## src/rtl/uart_rx_byte.sv

```systemverilog
// UART 8N1 receiver: 16x oversampling, two-flop input synchroniser and a
// one-byte holding register with an empty/unload handshake.
module uart_rx_byte #(
    parameter int unsigned CLK_FREQ = 100000000,
    parameter int unsigned BAUD     = 9600,
    parameter int unsigned DIV      = CLK_FREQ / (BAUD * 16)
) (
    input  logic       clk,
    input  logic       reset,
    input  logic       rx_enable,
    input  logic       rx_in,
    input  logic       uld_rx_data,
    output logic [7:0] rx_data,
    output logic       rx_empty,
    output logic       rx_busy,
    output logic       rx_frame_err,
    output logic       rx_overrun
);

    localparam int unsigned DIV_W  = (DIV > 1) ? $clog2(DIV) : 1;
    localparam int unsigned CNT_W  = 4;
    localparam int unsigned IDX_W  = 3;
    localparam int unsigned DATA_W = 8;

    typedef enum logic [1:0] {IDLE, START, DATA, STOP} state_t;

    state_t              state, state_n;
    logic [CNT_W-1:0]    cnt, cnt_n;
    logic [IDX_W-1:0]    idx, idx_n;
    logic [DATA_W-1:0]   shift_reg, shift_n;
    logic [DATA_W-1:0]   data_n;
    logic                empty_n, busy_n, ferr_n, ovr_n;
    logic                load_c, bad_c;
    logic                rx_s1, rx_s;
    logic [DIV_W-1:0]    div_cnt;
    logic                tick_c;

    // Two-flop synchroniser; idles high so reset never looks like a start bit
    always_ff @(posedge clk) begin
        if (!reset) begin
            rx_s1 <= 1'b1;
            rx_s  <= 1'b1;
        end else begin
            rx_s1 <= rx_in;
            rx_s  <= rx_s1;
        end
    end

    // Free-running oversample tick divider
    assign tick_c = (div_cnt == DIV_W'(DIV - 1));

    always_ff @(posedge clk) begin
        if (!reset) begin
            div_cnt <= '0;
        end else if (tick_c) begin
            div_cnt <= '0;
        end else begin
            div_cnt <= div_cnt + DIV_W'(1);
        end
    end

    // State and holding register
    always_ff @(posedge clk) begin
        if (!reset) begin
            state        <= IDLE;
            cnt          <= '0;
            idx          <= '0;
            shift_reg    <= '0;
            rx_data      <= '0;
            rx_empty     <= 1'b1;
            rx_busy      <= 1'b0;
            rx_frame_err <= 1'b0;
            rx_overrun   <= 1'b0;
        end else begin
            state        <= state_n;
            cnt          <= cnt_n;
            idx          <= idx_n;
            shift_reg    <= shift_n;
            rx_data      <= data_n;
            rx_empty     <= empty_n;
            rx_busy      <= busy_n;
            rx_frame_err <= ferr_n;
            rx_overrun   <= ovr_n;
        end
    end

    // Next-state, sampling and handshake logic
    always_comb begin
        state_n = state;
        cnt_n   = cnt;
        idx_n   = idx;
        shift_n = shift_reg;
        data_n  = rx_data;
        empty_n = rx_empty;
        ferr_n  = rx_frame_err;
        ovr_n   = rx_overrun;
        load_c  = 1'b0;
        bad_c   = 1'b0;

        if (!rx_enable) begin
            state_n = IDLE;
            cnt_n   = '0;
            idx_n   = '0;
        end else if (tick_c) begin
            case (state)
                IDLE: begin
                    if (!rx_s) begin
                        state_n = START;
                        cnt_n   = '0;
                    end
                end
                START: begin
                    // This tick brings the count to 7: middle of the start bit
                    if (cnt == CNT_W'(6)) begin
                        cnt_n = '0;
                        idx_n = '0;
                        state_n = rx_s ? IDLE : DATA;
                    end else begin
                        cnt_n = cnt + CNT_W'(1);
                    end
                end
                DATA: begin
                    if (cnt == CNT_W'(15)) begin
                        shift_n[idx] = rx_s;
                        cnt_n        = '0;
                        idx_n        = idx + IDX_W'(1);
                        if (idx == IDX_W'(7)) begin
                            state_n = STOP;
                        end
                    end else begin
                        cnt_n = cnt + CNT_W'(1);
                    end
                end
                STOP: begin
                    if (cnt == CNT_W'(15)) begin
                        state_n = IDLE;
                        cnt_n   = '0;
                        load_c  = rx_s;
                        bad_c   = !rx_s;
                    end else begin
                        cnt_n = cnt + CNT_W'(1);
                    end
                end
                default: state_n = IDLE;
            endcase
        end

        if (uld_rx_data) begin
            empty_n = 1'b1;
            ferr_n  = 1'b0;
            ovr_n   = 1'b0;
        end

        // A load in the same cycle as an unload wins over the unload
        if (load_c) begin
            data_n  = shift_reg;
            empty_n = 1'b0;
            if (!rx_empty && !uld_rx_data) begin
                ovr_n = 1'b1;
            end
        end

        if (bad_c) begin
            ferr_n = 1'b1;
        end

        busy_n = (state_n != IDLE);
    end

endmodule
```

## config.mk

```make
export PLATFORM = sky130hd
export DESIGN_NAME = uart_rx_byte
export DESIGN_NICKNAME = d
export VERILOG_FILES = /design/src/rtl/uart_rx_byte.sv
export SDC_FILE = /design/constraint.sdc
export NUM_CORES = 1
export LEC_CHECK = 0
export BUFFER_PORTS_ARGS = -buffer_cell sky130_fd_sc_hd__clkbuf_2
export CORE_ASPECT_RATIO = 0.8
export CORE_MARGIN = 2
export CORE_UTILIZATION = 25
export CTS_CLUSTER_DIAMETER = 200
export DETAILED_ROUTE_END_ITERATION = 12
export GPL_ROUTABILITY_DRIVEN = 0
export PLACE_DENSITY_LB_ADDON = 0.05
export SETUP_SLACK_MARGIN = 0.4
export SLEW_MARGIN = 20
export SYNTH_ARGS = -nofsm -noshare
export SYNTH_HDL_FRONTEND = slang
export SYNTH_SLANG_ARGS = --single-unit
```

## constraint.sdc

```tcl
create_clock -name clk -period 5.9 [get_ports clk]
set_clock_uncertainty 0.1 [all_clocks]
set_input_delay 0.59 -clock clk [delete_from_list [all_inputs] [get_ports clk]]
set_output_delay 0.59 -clock clk [all_outputs]
set_load 0.005 [all_outputs]
```

==> results_dict.tcl, run 1 <==
set metrics [dict create \
    viasPerCell 4.62 \
    r2r_end "rx_data[0]" \
    core_area_um2 7320 \
    cap_violations 0 \
    whs_path_depth 1 \
    num_rows 28 \
    synth_top_area_share 0.438 \
    hold_buffers 0 \
    slowest_delay_ns 0.65 \
    fin_hold_ws_ns 0.320 \
    crit_buf_inv 0 \
    synth_nets 227 \
    worstSkewPairLatency_ns 0.29 \
    combPwrFrac 0.025 \
    report.final.slew_viol_count 0 \
    synth_top_area_cell "dfxtp_1" \
    leakage_nw 0.788 \
    clock-root-buffer "clkbuf_8" \
    seqPwrFrac 0.568 \
    nFillCells 791 \
    path_common_cell "nand3_1" \
    cts_resized 0 \
    cp_data_required_time_ns 5.96 \
    die_h_um 81.4 \
    finalSetupTns_ns 0 \
    min_path_type "reg -> reg" \
    start_util 0.256 \
    ys.flop_type "dfxtp_1" \
    min_to "rx_s" \
    r2r_start "div_cnt[4]" \
    end_kind "register" \
    ant_nets 0 \
    io_buffers 16 \
    hp-start "rx_s1" \
    hold_viol_final 0 \
    fin_nets 239 \
    synth_cell_type_count 44 \
    stdcell_count 319 \
    switching_share 0.218 \
    vias 1475 \
    synthCells 216 \
    pwr_density_cell_nw_per_um2 237 \
    place_area_um2 1990 \
    power_frac_clock 0.407 \
    slew_headroom 0.480 \
    synth-async-reset-ratio 0 \
    status "finished clean" \
    p_sw_mw 0.108 \
    cts.sinks 41 \
    largest_register_ffs 10 \
    grt_setup_unrepaired "no" \
    fin_crit_sh 0.439 \
    drt_iter0_drc 53 \
    antennaDiodeCount 0 \
    irDropWorstVdd_mv 0.0745 \
    ios 17 \
    fin_util 0.286 \
    grt_antenna_before_repair 0 \
    yosys_warnings 0 \
    period_needed_ns 2.59 \
    drt-pass1-iter-count 4 \
    cp_max_fo 14 \
    grt_overflow 0 \
    multi_input_area_um2 957 \
    post-dp-hpwl_um 2710 \
    finalSetupViolCount 0 \
    wirelength_um 3910 \
    cpLargestDelayFamily "simple AND/OR/NAND/NOR gates" \
    avgSynthCellArea_um2 8.68 \
    clkSlewWorstSetupHoldPaths_ns 0.08 \
    fmax_ghz 0.386 \
    reg2reg_slack_ns 3.31 \
    drc 0 \
    dieArea_um2 8210 \
    crit_type "reg -> reg" \
    postCtsSetupRepairBufs 0 \
    netlist_area_um2 1870 \
    cts_tree "built" \
    grt_pass1_wl_um 6780 \
    start_kind "register" \
    regArea_um2 821 \
    grt_max_degree 26 \
    p_int_mw 0.388 \
    crit_chain "or4b_4 > nor3_2 > nand3_1 > nand3_1 > o21ai_0" \
    track_usage 0.107 \
    area_growth_pct 11.7 \
    dpl.cell_count 311 \
    ys_seq_area_frac 0.438 \
    grt_pass1_vias 1376 \
    die_w_um 101 \
    synth_area_leaders "dfxtp_1, nand3_1, mux2i_1, nand2_1, nor2_1" \
    worstMarginPinSlew_ns 0.776 \
    r2r_cells 5 \
    drt-wirelength-per-cell_um 12.3 \
    post-route-cell-area_um2 2090 \
    synth-edff-count 0 \
    max-clock-path-buffers 2 \
    synth_common_cells "dfxtp_1, nand2_1, nor2_1, nand3_1, o21ai_0" \
    crit_path_top_delay_cell "nor3_2" \
    ys_ff_latch 41 \
    yosysMostFrequentCell "dfxtp_1" \
    layout-drive-gt1-share 0.157 \
    numCtsBuffers 5 \
    worstPathArrival_ns 2.66 \
    htreeDepth 2 \
]
## cell families after synthesis
logic type / synth area share
flip-flops: 0.438
AO/OA/AOI/OAI: 0.0868
AND/OR/NAND/NOR: 0.298
buffers and inverters: 0.0514
multiplexers: 0.0481
XOR/XNOR: 0.0374
adder cells (fa/ha/maj): 0.0401
## metrics by stage
step,setup WS [ns],power (mW)
floorplan,3.85,0.296
global placement,3.31,0.302
detailed placement,3.26,0.302
CTS,3.26,0.511
global route,2.96,0.523
finish,3.31,0.497
## worst reg2reg max path: cells and delay by family (launching register included)
kind	cells	cell delay, ns
AOI/OAI and AO/OA	1	0.09
DFF	1	0.34
and+or+nand+nor	4	1.94
## metal layers
metal | vias up | wire, um | part of all wire | GRT usage
met5 | - | 0 | 0 | 0
met4 | 0 | 41 | 0.010 | 0.0370
met2 | 29 | 1630 | 0.42 | 0.159
met3 | 5 | 150 | 0.038 | 0.0332
met1 | 669 | 2090 | 0.53 | 0.146
li1 | 772 | - | - | -
## worst max-delay path by stage
stage	startpoint	end	slack, ns	cells past startpoint
detailed placement	div_cnt[4]	rx_data[5]	3.26	5
floorplan	div_cnt[4]	rx_busy	3.85	6
global route	div_cnt[4]	rx_data[1]	2.96	5
CTS	div_cnt[4]	rx_data[5]	3.26	5
global placement	div_cnt[4]	rx_data[6]	3.31	5
finish	div_cnt[4]	rx_data[0]	3.31	5
## placed cells by master, fill, tap and decap left out, drive strengths merged, types with 5 or more instances in the layout
cell type,instances
xor2,7
nand2,26
dfxtp,41
o21ai,13
and3,5
ha,6
nor2,23
mux2i,9
inv,6
nand3,21
clkbuf,23
a21oi,9
## power groups by stage
stage	Combinational [mW]	Clock [mW]	Sequential (mW)
floorplan	0.00874	0	0.288
global placement	0.0132	0	0.289
detailed placement	0.0130	0	0.289
CTS	0.0131	0.216	0.282
global route	0.0145	0.225	0.283
finish	0.0125	0.202	0.282
## cell type report
cell class	instances	share of cell area
Clock buffer	7	0.0460
Clock inverter	1	0.00239
Inverter	6	0.0108
Multi-Input combinational cell	158	0.457
Sequential cell	41	0.392
Tap cell	90	0.0538
Timing Repair Buffer	16	0.0382
No activity file was read; power rests on OpenSTA's default activity.
==> run 2, diff against run 1 <==
Clock period 5.9 ns to 2.33 ns, I/O delays scaled along.
==> run 2 against run 1 <==
  * Maximum frequency is 31% higher
  * Via count rose by 0.27%
  * Sequential share of layout area is 2.3 points lower
  * Worst hold slack worse by 0.30 ns
  * Core utilization is 2.0 points higher
  * Highest routed layer unchanged
  * Power rose to 2.7 times the previous value
==> results_dict.tcl, run 2 (same netlist as run 1, synthesis figures left out) <==
set metrics [dict create \
    antennaDiodeCount 0 \
    dpl.cell_count 315 \
    post-dp-hpwl_um 2780 \
    die_w_um 101 \
    p_total_mw 1.34 \
    largest_register_ffs 10 \
    area_growth_pct 19.7 \
    crit_type "reg -> reg" \
    hold_viol_final 0 \
    period_needed_ns 1.98 \
    cap_violations 0 \
    status "finished clean" \
    layout-drive-gt1-share 0.253 \
    fin_util 0.306 \
    multi_input_area_um2 1020 \
    grt_pass1_wl_um 6880 \
    worstMarginPinSlew_ns 0.364 \
    nFillCells 800 \
    grt_overflow 0 \
    whs_path_depth 2 \
    grt_pass1_vias 1394 \
    grt_antenna_before_repair 0 \
    min_path_type "in -> reg" \
    fin_nets 247 \
    drt-pass1-iter-count 4 \
    report.final.slew_viol_count 0 \
    start_util 0.256 \
    core_area_um2 7320 \
    drt-wirelength-per-cell_um 12.4 \
    cp_data_required_time_ns 2.45 \
    pwr_density_cell_nw_per_um2 599 \
    grt_setup_unrepaired "yes" \
    reg2reg_slack_ns 0.35 \
    track_usage 0.109 \
    numCtsBuffers 5 \
    fin_crit_sh 0.851 \
    worstPathArrival_ns 2.10 \
    layout_commonest_cell "dfxtp_1" \
    hold_buffers 0 \
    dieArea_um2 8210 \
    end_kind "register" \
    wirelength_um 4050 \
    final_cell_mix "dfxtp_1, nand2_1, nor2_1, nand3_1, clkbuf_2" \
    fin_hold_ws_ns 0.0216 \
    finalSetupTns_ns 0 \
    die_h_um 81.4 \
    regArea_um2 827 \
    cts.sinks 41 \
    htreeDepth 2 \
    worstSkewPairLatency_ns 0.29 \
    num_rows 28 \
    fmax_ghz 0.504 \
    cts_tree "built" \
    clkSlewWorstSetupHoldPaths_ns 0.08 \
    finalSetupViolCount 0 \
    stdcell_count 327 \
    ios 17 \
    irDropWorstVdd_mv 0.189 \
    slew_headroom 0.757 \
    r2r_cells 5 \
    max-clock-path-buffers 2 \
    start_kind "register" \
    leakage_nw 0.853 \
    drc 0 \
    grt_max_degree 19 \
    viasPerCell 4.52 \
    drt_iter0_drc 65 \
    vias 1479 \
    io_buffers 16 \
    ant_nets 0 \
    cp_max_fo 8 \
    clock-root-buffer "clkbuf_8" \
]
==> run 2: changes by cell type in the layout (fill, tap and decap cells not counted), moves of 3 or more <==
cell	delta
or3_4	+3
dfxtp_2	+5
o21ai_0	-3
buf_4	+8
dfxtp_1	-5
o21ai_1	+3
==> run 2: where the power goes <==
| part | switching, mW | total [mW] | internal (mW) |
|---|---|---|---|
| Sequential | 0.00673 | 0.713 | 0.706 |
| Clock | 0.244 | 0.593 | 0.350 |
| Combinational | 0.0254 | 0.0386 | 0.0132 |
==> run 2: path summary, 6_finish.rpt <==
check | start | end
min reg2reg | rx_s1 | rx_s
max reg2reg | div_cnt[6] | cnt[2]
max | div_cnt[6] | cnt[2]
min | rx_in | rx_s1
==> run 2: layout make-up <==
class	count	area share
clock inverter	1	0.0134
multi-input combinational	158	0.457
tap	90	0.0502
inverter	6	0.0100
clock buffer	7	0.0385
timing repair buffer	24	0.0625
sequential	41	0.369
==> run 2: repair_timing <==
item                                    CTS  global route
resized for setup                         6            14
cloned                                    0             0
endpoints found under the setup margin   28            34
buffers inserted                          3             1
pin swaps                                 2             2
==> run 2: layer usage <==
metal | routed length [um] | share of wire | track usage
met1 | 2180 | 0.54 | 0.154
met2 | 1660 | 0.41 | 0.159
met3 | 151 | 0.037 | 0.0306
met4 | 50 | 0.012 | 0.0370
met5 | 0 | 0 | 0
==> run 2: worst max-delay path, stage by stage (launching register included) <==
cell	delay, ns
dfxtp_2	0.34
or4b_4	0.53
nor3_4	0.21
nand2_4	0.11
or4b_4	0.49
a21oi_1	0.13
==> run 2: stage by stage <==
| stage | area [um^2] | setup WS, ns |
|---|---|---|
| floorplan | 1890 | 0.401 |
| global placement | 2040 | 0.297 |
| detailed placement | 2040 | 0.285 |
| CTS | 2190 | 0.339 |
| global route | 2240 | 0.271 |
| finish | 2240 | 0.348 |
==> run 3, diff against run 2 <==
==> constraint.sdc (replaced) <==
create_clock -name clk -period 2.33 [get_ports clk]
set_clock_uncertainty 0.1 [all_clocks]
set_input_delay 0.1165 -clock clk [delete_from_list [all_inputs] [get_ports clk]]
set_output_delay 0.1165 -clock clk [all_outputs]
set_load 0.005 [all_outputs]
==> run 3 against run 2 <==
  * Clock power about the same
  * Via count is 0.14% higher
  * Worst setup slack about the same
  * Non-clock buffer count rose by 2
  * Largest cell class unchanged
  * Critical path type unchanged
==> results_dict.tcl, run 3 (same netlist as run 1, synthesis figures left out) <==
set metrics [dict create \
    status "finished clean" \
    drt_iter0_drc 65 \
    hold_viol_final 0 \
    grt_setup_unrepaired "yes" \
    grt_pass1_wl_um 6880 \
    die_w_um 101 \
    area_growth_pct 20.8 \
    crit_path_top_delay_cell "or4b_4" \
    whs_path_depth 2 \
    switching_share 0.205 \
    p_sw_mw 0.277 \
    worstSkewPairLatency_ns 0.29 \
    core_area_um2 7320 \
    cts_tree "built" \
    io_buffers 16 \
    r2r_end "cnt[2]" \
    r2r_start "div_cnt[6]" \
    cts.sinks 41 \
    leakage_nw 0.861 \
    layout_commonest_cell "dfxtp_1" \
    slew_headroom 0.757 \
    cp_data_required_time_ns 2.45 \
    drt-pass1-iter-count 4 \
    fin_nets 249 \
    seqPwrFrac 0.529 \
    grt_overflow 0 \
    ant_nets 0 \
    max-clock-path-buffers 2 \
    drt-wirelength-per-cell_um 12.3 \
    pwr_density_cell_nw_per_um2 595 \
    startpoint "div_cnt[6]" \
    viasPerCell 4.50 \
    period_needed_ns 1.98 \
    vias 1481 \
    grt_pass1_vias 1394 \
    finalSetupViolCount 0 \
    path_common_cell "or4b_4" \
    dieArea_um2 8210 \
    numCtsBuffers 5 \
    fmax_ghz 0.504 \
    worstPathArrival_ns 2.10 \
    crit_chain "or4b_4 > nor3_4 > nand2_4 > or4b_4 > a21oi_1" \
    r2r_cells 5 \
    post-dp-hpwl_um 2780 \
    drc 0 \
    power_frac_clock 0.441 \
    cp_max_fo 8 \
    antennaDiodeCount 0 \
    grt_antenna_before_repair 0 \
    end_kind "register" \
    track_usage 0.109 \
    ios 17 \
    min_path_type "in -> reg" \
    wirelength_um 4050 \
    p_int_mw 1.07 \
    htreeDepth 2 \
    worstMarginPinSlew_ns 0.363 \
    clock-root-buffer "clkbuf_8" \
    grt_max_degree 19 \
    num_rows 28 \
    layout-drive-gt1-share 0.251 \
    fin_crit_sh 0.851 \
    cap_violations 0 \
    combPwrFrac 0.031 \
    reg2reg_slack_ns 0.35 \
    clkSlewWorstSetupHoldPaths_ns 0.08 \
    crit_end "cnt[2]" \
    fin_util 0.309 \
    largest_register_ffs 10 \
    report.final.slew_viol_count 0 \
    final_cell_mix "dfxtp_1, nand2_1, nor2_1, nand3_1, clkbuf_2" \
    crit_type "reg -> reg" \
    start_util 0.256 \
    irDropWorstVdd_mv 0.189 \
    start_kind "register" \
    die_h_um 81.4 \
    slowest_delay_ns 0.53 \
    finalSetupTns_ns 0 \
]
## run 3: power groups by stage
| stage | registers [mW] | logic, mW | clock network (mW) |
|---|---|---|---|
| detailed placement | 0.730 | 0.0392 | 0 |
| CTS | 0.713 | 0.0420 | 0.625 |
| floorplan | 0.729 | 0.0223 | 0 |
| finish | 0.713 | 0.0412 | 0.594 |
| global placement | 0.729 | 0.0406 | 0 |
| global route | 0.714 | 0.0481 | 0.648 |
## run 3: worst min-delay path by stage
stage                           start    endpoint  slack [ns]
after floorplan           uld_rx_data  rx_overrun        0.09
after global placement          rx_in       rx_s1        0.20
after detailed placement        rx_in       rx_s1        0.20
after CTS                       reset       rx_s1        0.07
after global routing            reset       rx_s1        0.09
final                           reset       rx_s1        0.07
## run 3: critical path, delay by kind of cell, from the launching register on
kind	cells	cell delay [ns]
compound gates	1	0.13
simple gates	4	1.34
flops	1	0.34
## run 3: what timing repair did
item,in CTS,in global routing
resized for setup,6,14
endpoints found under the setup margin,28,34
endpoints found under the hold margin,2,0
setup buffers,3,1
pin swaps,2,2
hold buffers,2,0
## run 3: routing by layer
layer | vias up | global-route usage | wire, um
met5 | - | 0 | 0
met3 | 5 | 0.0306 | 143
met2 | 22 | 0.159 | 1660
li1 | 788 | - | -
met1 | 666 | 0.154 | 2200
met4 | 0 | 0.0370 | 50
## run 3: layout make-up
| cell class | count | area [um^2] |
|---|---|---|
| flip-flops and latches | 41 | 827 |
| repair buffers | 26 | 160 |
| clock inverters | 1 | 30.0 |
| multi-input cells | 158 | 1020 |
| well taps | 90 | 113 |
| fillers | 798 | 5060 |
| inverters | 6 | 22.5 |
| clock buffers | 7 | 86.3 |
## run 3: metrics by stage
stage / hold WS (ns) / setup slack, ns / area (um^2) / power, mW / cells
2_1_floorplan: 0.0926 / 0.401 / 1890 / 0.751 / 216
3_3_place_gp: 0.203 / 0.297 / 2040 / 0.770 / 315
3_5_place_dp: 0.200 / 0.285 / 2040 / 0.769 / 315
4_1_cts: 0.0716 / 0.339 / 2210 / 1.38 / 328
5_1_grt: 0.0947 / 0.271 / 2260 / 1.41 / 329
6_report: 0.0728 / 0.348 / 2260 / 1.35 / 329
